==> config.mk <==
export PLATFORM = sky130hd
export DESIGN_NAME = lsu_rmw
export DESIGN_NICKNAME = d
export VERILOG_FILES = /design/src/rtl/lsu_rmw.sv
export SDC_FILE = /design/constraint.sdc
export NUM_CORES = 1
export LEC_CHECK = 0
export CAP_MARGIN = 20
export CORE_MARGIN = 5
export CORE_UTILIZATION = 35
export CTS_CLUSTER_SIZE = 8
export DETAILED_ROUTE_END_ITERATION = 10
export PLACE_DENSITY_LB_ADDON = 0.1
export SKIP_LAST_GASP = 1
export SLEW_MARGIN = 20
export SYNTH_ARGS = -nofsm -noshare
export SYNTH_HDL_FRONTEND = slang
export SYNTH_SLANG_ARGS = --single-unit
==> constraint.sdc <==
create_clock -name clock -period 2.84 [get_ports clock]
set_input_delay 0.852 -clock clock [delete_from_list [all_inputs] [get_ports clock]]
set_output_delay 0.852 -clock clock [all_outputs]
set_load 0.05 [all_outputs]
==> src/rtl/lsu_rmw.sv <==
// Load/store unit: byte/half/word access to a word-only data memory, sub-word stores via read-modify-write.
// Optional misalignment trapping is built when LSU_MISALIGN_TRAP_EN is defined.
module lsu_rmw #(
  parameter int ADDR_W = 32
) (
  input  logic              clock,
  input  logic              reset,
  input  logic              req_valid,
  output logic              req_ready,
  input  logic [2:0]        req_op,
  input  logic [ADDR_W-1:0] req_addr,
  input  logic [31:0]       req_wdata,
  output logic              resp_valid,
  output logic [31:0]       resp_rdata,
  output logic              resp_err,
  output logic [ADDR_W-1:0] mem_addr,
  output logic              mem_we,
  output logic [31:0]       mem_wd,
  input  logic [31:0]       mem_rd
);

  localparam logic [2:0] OP_LB  = 3'b000;
  localparam logic [2:0] OP_LH  = 3'b001;
  localparam logic [2:0] OP_LW  = 3'b010;
  localparam logic [2:0] OP_SB  = 3'b011;
  localparam logic [2:0] OP_LBU = 3'b100;
  localparam logic [2:0] OP_LHU = 3'b101;
  localparam logic [2:0] OP_SW  = 3'b110;
  localparam logic [2:0] OP_SH  = 3'b111;

`ifdef LSU_MISALIGN_TRAP_EN
  typedef enum logic [2:0] {IDLE, ACCESS, WRITE, RESP, ERR} state_t;
`else
  typedef enum logic [2:0] {IDLE, ACCESS, WRITE, RESP} state_t;
`endif

  state_t              state, nxt;
  logic [2:0]          op_p0;
  logic [1:0]          off_p0;
  logic [31:0]         wdata_p0;
  logic [ADDR_W-1:0]   maddr_p0;
  logic [31:0]         merge_p1;
  logic [31:0]         rdata_p2;
  logic                accept, op_sw, op_sub_store, op_load;

  // Big-endian lane pick followed by sign or zero extension.
  function automatic logic [31:0] extract(input logic [2:0] op, input logic [31:0] w,
                                          input logic [1:0] off);
    logic signed [7:0]  b;
    logic signed [15:0] h;
    case (off)
      2'd0:    b = w[31:24];
      2'd1:    b = w[23:16];
      2'd2:    b = w[15:8];
      default: b = w[7:0];
    endcase
    h = off[1] ? w[15:0] : w[31:16];
    case (op)
      OP_LB:   extract = 32'(b);
      OP_LBU:  extract = {24'd0, b};
      OP_LH:   extract = 32'(h);
      OP_LHU:  extract = {16'd0, h};
      default: extract = w;
    endcase
  endfunction

  function automatic logic [31:0] merge(input logic [2:0] op, input logic [31:0] w,
                                        input logic [15:0] d, input logic [1:0] off);
    merge = w;
    if (op == OP_SH) begin
      if (off[1]) merge[15:0] = d;
      else        merge[31:16] = d;
    end else begin
      case (off)
        2'd0:    merge[31:24] = d[7:0];
        2'd1:    merge[23:16] = d[7:0];
        2'd2:    merge[15:8]  = d[7:0];
        default: merge[7:0]   = d[7:0];
      endcase
    end
  endfunction

`ifdef LSU_MISALIGN_TRAP_EN
  function automatic logic misaligned(input logic [2:0] op, input logic [1:0] a);
    case (op)
      OP_LH, OP_LHU, OP_SH: misaligned = a[0];
      OP_LW, OP_SW:         misaligned = |a;
      default:              misaligned = 1'b0;
    endcase
  endfunction
`endif

  assign accept       = (state == IDLE) && req_valid;
  assign op_sw        = (op_p0 == OP_SW);
  assign op_sub_store = (op_p0 == OP_SB) || (op_p0 == OP_SH);
  assign op_load      = !op_sw && !op_sub_store;

  always_ff @(posedge clock) begin
    if (reset) state <= IDLE;
    else       state <= nxt;
  end

  always_comb begin
    nxt = state;
    case (state)
      IDLE: begin
        if (req_valid) begin
`ifdef LSU_MISALIGN_TRAP_EN
          nxt = misaligned(req_op, req_addr[1:0]) ? ERR : ACCESS;
`else
          nxt = ACCESS;
`endif
        end
      end
      ACCESS:  nxt = op_sub_store ? WRITE : RESP;
      WRITE:   nxt = RESP;
`ifdef LSU_MISALIGN_TRAP_EN
      ERR:     nxt = RESP;
`endif
      RESP:    nxt = IDLE;
      default: nxt = IDLE;
    endcase
  end

  // A write in flight is dropped combinationally when reset lands on it.
  always_comb begin
    req_ready  = (state == IDLE);
    resp_valid = (state == RESP);
    mem_we     = 1'b0;
    mem_wd     = 32'd0;
    case (state)
      ACCESS: begin
        if (op_sw) begin
          mem_we = !reset;
          mem_wd = wdata_p0;
        end
      end
      WRITE: begin
        mem_we = !reset;
        mem_wd = merge(op_p0, merge_p1, wdata_p0[15:0], off_p0);
      end
      default: ;
    endcase
  end

  // Stage p0: latched request; p1: read word for merge.
  always_ff @(posedge clock) begin
    if (accept) begin
      op_p0    <= req_op;
      off_p0   <= req_addr[1:0];
      wdata_p0 <= req_wdata;
    end
    if (state == ACCESS && op_sub_store) merge_p1 <= mem_rd;
  end

  // Stage p2: response registers, loaded only when entering RESP.
  always_ff @(posedge clock) begin
    if (reset) begin
      maddr_p0 <= '0;
      rdata_p2 <= '0;
    end else begin
      if (state == IDLE && nxt == ACCESS) maddr_p0 <= {req_addr[ADDR_W-1:2], 2'b00};
      if (nxt == RESP)
        rdata_p2 <= (state == ACCESS && op_load) ? extract(op_p0, mem_rd, off_p0) : 32'd0;
    end
  end

`ifdef LSU_MISALIGN_TRAP_EN
  logic err_p2;
  always_ff @(posedge clock) begin
    if (reset)            err_p2 <= 1'b0;
    else if (nxt == RESP) err_p2 <= (state == ERR);
  end
  assign resp_err = err_p2;
`else
  assign resp_err = 1'b0;
`endif

  assign mem_addr   = maddr_p0;
  assign resp_rdata = rdata_p2;

endmodule

### Yosys cells after proc, flatten, opt, wreduce, memory -nomap -nowiden

Cells that the tools add are included.

| operators by class | value |
|---|---|
| add/subtract/negate cells | 0 |
| multiply operators | 0 |
| divide/modulo/power cells | 0 |
| $lt $le $gt $ge | 0 |
| equal/unequal tests | 13 |
| shift operators | 0 |
| mux-type cells | 18 |
| bitwise operators | 0 |
| reduce and logical (&&, ||, !) cells | 13 |

Operator list:

| cell | number |
|---|---|
| case mux 32 bit (4 select lines) | 1 |
| two-way mux 32 bit | 3 |
| case mux 32 bit (2 select lines) | 1 |
| two-way mux 16 bit | 3 |
| two-way mux 8 bit | 4 |
| case mux 8 bit (3 select lines) | 1 |
| == test 3 x 2 -> 1 bit, second input constant | 4 |
| == test 3 bit, second input constant | 4 |
| == test 3 x 1 -> 1 bit, second input constant | 3 |
| case mux 3 bit (3 select lines) | 1 |
| logical NOT 3 bit | 2 |
| logical AND 1 bit | 5 |
| logical NOT 1 bit | 3 |
| two-way mux 3 bit | 1 |
| OR reduction 3 bit | 1 |
| == test 2 x 1 -> 1 bit, second input constant | 1 |
| == test 2 bit, second input constant | 1 |
| logical NOT 2 bit | 1 |
| two-way mux 1 bit | 2 |
| case mux 1 bit (2 select lines) | 1 |
| logical OR 1 bit | 1 |

| word-level totals | value |
|---|---|
| bits in registers | 134 |
| bits in latches | 0 |
| bits in writable memories | 0 |
| memory bits (read-only) | 0 |
| input bits | 102 |
| output and inout bits | 100 |
| logic and storage cells | 51 |
| memories kept | 0 |

### Longest topological paths before layout

| logic depth | value |
|---|---|
| depth in word-level cells | 6 |
| mapped depth | 7 |
| depth with buffers taken out | 5 |

### Least setup slack after synthesis

OpenSTA, ideal clock, no wires.

| timing path | value |
|---|---|
| path kind | register -> register |
| start point | register state[1] |
| end point | register off_p0[0] (enable) |
| setup time | 0.416 ns |
| arrival | 3.221 ns |
| required time | 2.424 ns |
| setup slack | -0.797 ns |
| cell stages (with the launch flop) | 6 |
| path buffers | 2 |
| period minus slack after synthesis | 3.637 ns |
| cell sequence | dfxtp_1 -> clkbuf_1 -> nor3_1 -> nand2_1 -> inv_1 -> clkbuf_1 |

| on the way | value |
|---|---|
| cells in the longest elaborated chain, start to end | 2 |

RTL lines:

| what | line | source |
|---|---|---|
| from (decl) | 37 | `state_t state, nxt;` |
| from (signal assigned) | 100 | `else state <= nxt;` |
| logical NOT 3 bit | n/a |  |
| net req_ready | 9 | `output logic req_ready,` |
| logical AND 1 bit | 93 | `assign accept = (state == IDLE) && req_valid;` |
| net accept | 44 | `logic accept, op_sw, op_sub_store, op_load;` |
| to (signal assigned) | 150 | `off_p0 <= req_addr[1:0];` |
| to (decl) | 39 | `logic [1:0] off_p0;` |

The timed path passes the listed nets, and every way through them passes these cells.
A chain may end at the register's enable or synchronous reset.

### Worst setup path in the final report

| timing path | value |
|---|---|
| start point | register op_p0[0] |
| end point | output port mem_wd[20] |

| on the way | value |
|---|---|
| cells in the longest elaborated chain, start to end | 3 |
| elaborated cells between the ends (all ways) | 5 |
| classes of those cells | eq/ne (2); mux (3) |

RTL lines:

| what | line | source |
|---|---|---|
| from (decl) | 38 | `logic [2:0] op_p0;` |
| from (signal assigned) | 149 | `op_p0 <= req_op;` |
| == test 3 bit (on tied branches) | 70, 94 |  |
| two-way mux 32 bit (on tied branches) | 70, 133 |  |
| case mux 32 bit (2 select lines) (*) | 131 | `case (state)` |
| to (decl) | 18 | `output logic [31:0] mem_wd,` |

Mark *: on every way between the ends. The rest lies on a longest branch, timed or not.

==> results.cfg <==
[job]
cap_violations = 0

[worst_setup_path]
worstPathCellList = buf_6 > a31oi_4 > nor2_4 > mux2i_1 > o21ai_2 > buf_12
cp-end-kind = primary output
startpoint_type = flop
slowest_stage = edfxtp_1
crit_type = reg -> out
required_ns = 1.99
slowest_delay_ns = 0.42
critPathArrivalTime_ns = 2.00
cp_max_fo = 8

[sta]
fin_crit_sh_pct = 101
fin_skew_ns = 0.00898
slew_violations = 0
fmax_ghz = 0.350
whs_ns = 0.452
rsz0062_at_grt = yes
fin_ws_ns = -0.0149
setup_violations = 6
fin_crit_ns = 2.85
finalHoldViolations = 0
tightest_slew_ns = 0.929
slew-limit-headroom_pct = 38.0

[detailed_routing]
drt_iter0_drc = 531
ant_nets = 0
vias_per_cell = 5.15
first_pass_iters = 5
routedWlPerCell_um = 19.4
totalWireLength_mm = 19.6
drcViolationCount = 0
via_count = 5190

[clock_network]
cts_max_path_buffers = 2
path_clk_slew_ns = 0.06
cts_made_buffers = 17
clock_latency_ns = 0.42
cts_max_level = 4
cts_tree = yes
cts.sinks = 134
root_buffer = clkbuf_16

[synthesis]
ys_top_cells_by_count = nand2_1 (103), edfxtp_1 (69), dfxtp_1 (65)
syn_area_um2 = 5820
synth.top_cell.area_share_pct = 35.6
synth_area_leader_cell = edfxtp_1
async_flop_share_pct = 0
ys_top_cells_by_area = edfxtp_1 (36%), dfxtp_1 (22%), nand2_1 (6.6%)
synth_area_per_cell_um2 = 10.6
yosys_warnings = 0
synth.most_common_cell = nand2_1
synth_edf_count = 69
ys_seq_area_share_pct = 58.0
synthFlopType = edfxtp_1
synth-seq-cells = 134
ys_types = 42
syn_inst = 548

[cells_and_area]
stdcell_area_um2 = 9530
layout.cells.non_filler = 1008
fillers = 1350
layout.nets = 878
final_util_pct = 57.9
diodes = 0
drive_above_1_share_pct = 22.1
multi_input_area_um2 = 2540
area_growth_pct = 63.9
seqCellArea_um2 = 3380

[floorplanning]
die_y_um = 139
die-area_um2 = 19300
num_rows = 47
fp.dieW_um = 139
initial_utilization_pct = 35.3
core_um2 = 16500
ios = 202

[global_route]
grt_pass1_vias = 5237
grt_pass1_wl_mm = 30.0
antenna_found_initial = 0
grt_use_total_pct = 19.6
grt_max_degree = 47
grt-ovfl-total = 0

[placement]
dp.cells = 953
placed_cell_area_um2 = 8540
dp_hpwl_mm = 13.7
io_buffers = 198
gp_congestion = 0.817

[pwr]
comb_power_share_pct = 13.9
seqPwrFrac_pct = 43.3
irDropWorstVdd_mv = 0.420
power.internal_w = 0.00372
switchingPower_w = 0.00120
p_leak_nw = 3.44
switching_share_pct = 24.5
power_w = 0.00492
clkPwrFrac_pct = 42.7
p_per_area_nw_per_um2 = 516

[min_path]
hp-class = reg -> reg

[status]
outcome = finished, violations left
violations = negative setup slack
[cell families (layout without fill, tap and decap cells)]
| kind of cell | Yosys count | after routing | synth area share [%] |
|---|---|---|---|
| other | 1 | 4 | 0.0645 |
| buffers and inverters | 45 | 281 | 3.40 |
| AND/OR/NAND/NOR | 201 | 202 | 16.1 |
| AO/OA/AOI/OAI | 143 | 143 | 17.8 |
| flip-flops | 134 | 134 | 58.0 |
| multiplexers | 24 | 24 | 4.67 |
[worst paths after layout]
| path | slack, ns | cells after the start | from | end |
|---|---|---|---|---|
| worst max-delay path | -0.01 | 6 | op_p0[0] | mem_wd[20] |
| worst min-delay path | 0.45 | 2 | mem_addr[11] | mem_addr[11] |
| worst max register to register | 0.25 | 7 | off_p0[1] | resp_rdata[30] |
| worst min register to register | 0.45 | 2 | mem_addr[11] | mem_addr[11] |
[power groups by stage]
stage               Clock, W  Sequential (W)  Combinational [W]
floorplan                  0         0.00226           0.000239
global placement           0         0.00217           0.000631
detailed placement         0         0.00217           0.000641
CTS                  0.00215         0.00213           0.000670
global route         0.00224         0.00214           0.000725
finish               0.00210         0.00213           0.000686
[sequential cells by signal, summed over array words and instances (netlist names)]
name and cells:
wdata_p0 32, merge_p1 32, state 3, op_p0 3, mem_addr 30, off_p0 2, resp_rdata 32
[per-layer routing]
| layer | vias to the layer above | part of all wire (%) | GRT usage, % |
|---|---|---|---|
| met5 | - | 0 | 0 |
| met4 | 0 | 1.6 | 5.20 |
| met3 | 28 | 7.0 | 5.41 |
| met2 | 204 | 46 | 30.1 |
| met1 | 2492 | 46 | 27.4 |
| li1 | 2466 | - | - |
[worst max-delay path: cells and delay by family, from the launching register on]
kind | cells | cell delay (ns)
buf+inv | 2 | 0.29
simple gates | 1 | 0.32
mux | 1 | 0.31
compound gates | 2 | 0.23
flops | 1 | 0.42
[cells in the final DEF (no fill, tap or decap), types with 5 or more instances in the layout]
cell	synthesis	layout
a32o_1	15	15
o21a_1	7	6
buf_4	3	39
o211ai_1	8	8
a221oi_1	7	7
edfxtp_1	69	69
nand2b_1	35	35
o22ai_1	7	5
o21ai_2	0	14
nor2_1	21	20
buf_12	0	37
mux2_2	15	15
clkbuf_16	0	19
a21oi_1	35	34
buf_6	1	6
mux2i_1	8	6
a22o_1	24	21
nand3_1	15	14
a22oi_1	13	12
nor3_1	9	7
clkdlybuf4s50_1	0	163
nand2_1	103	102
dfxtp_1	65	64
o31ai_4	0	6
[final cells by class]
cell class	count	area share [%]
tap	220	2.89
clock inverter	6	0.368
multi-input combinational	373	26.6
inverter	3	0.118
clock buffer	25	5.65
sequential	134	35.4
timing repair buffer	247	28.9
[metrics by stage]
stage	setup TNS [ns]	worst slack (ns)
global placement	-0.661	-0.0651
CTS	-0.0898	-0.0179
global route	-1.43	-0.0819
finish	-0.0436	-0.0149
detailed placement	-2.12	-0.148
floorplan	-2.16	-0.319
[timing repair]
action / in CTS / in global routing
resized for setup: 24 / 32
cloned: 1 / 1
hold buffers: 0 / 0
pin swaps: 6 / 20
setup buffers: 17 / 7
endpoints found under the setup margin: 32 / 35
(Power assumes the default switching activity.)
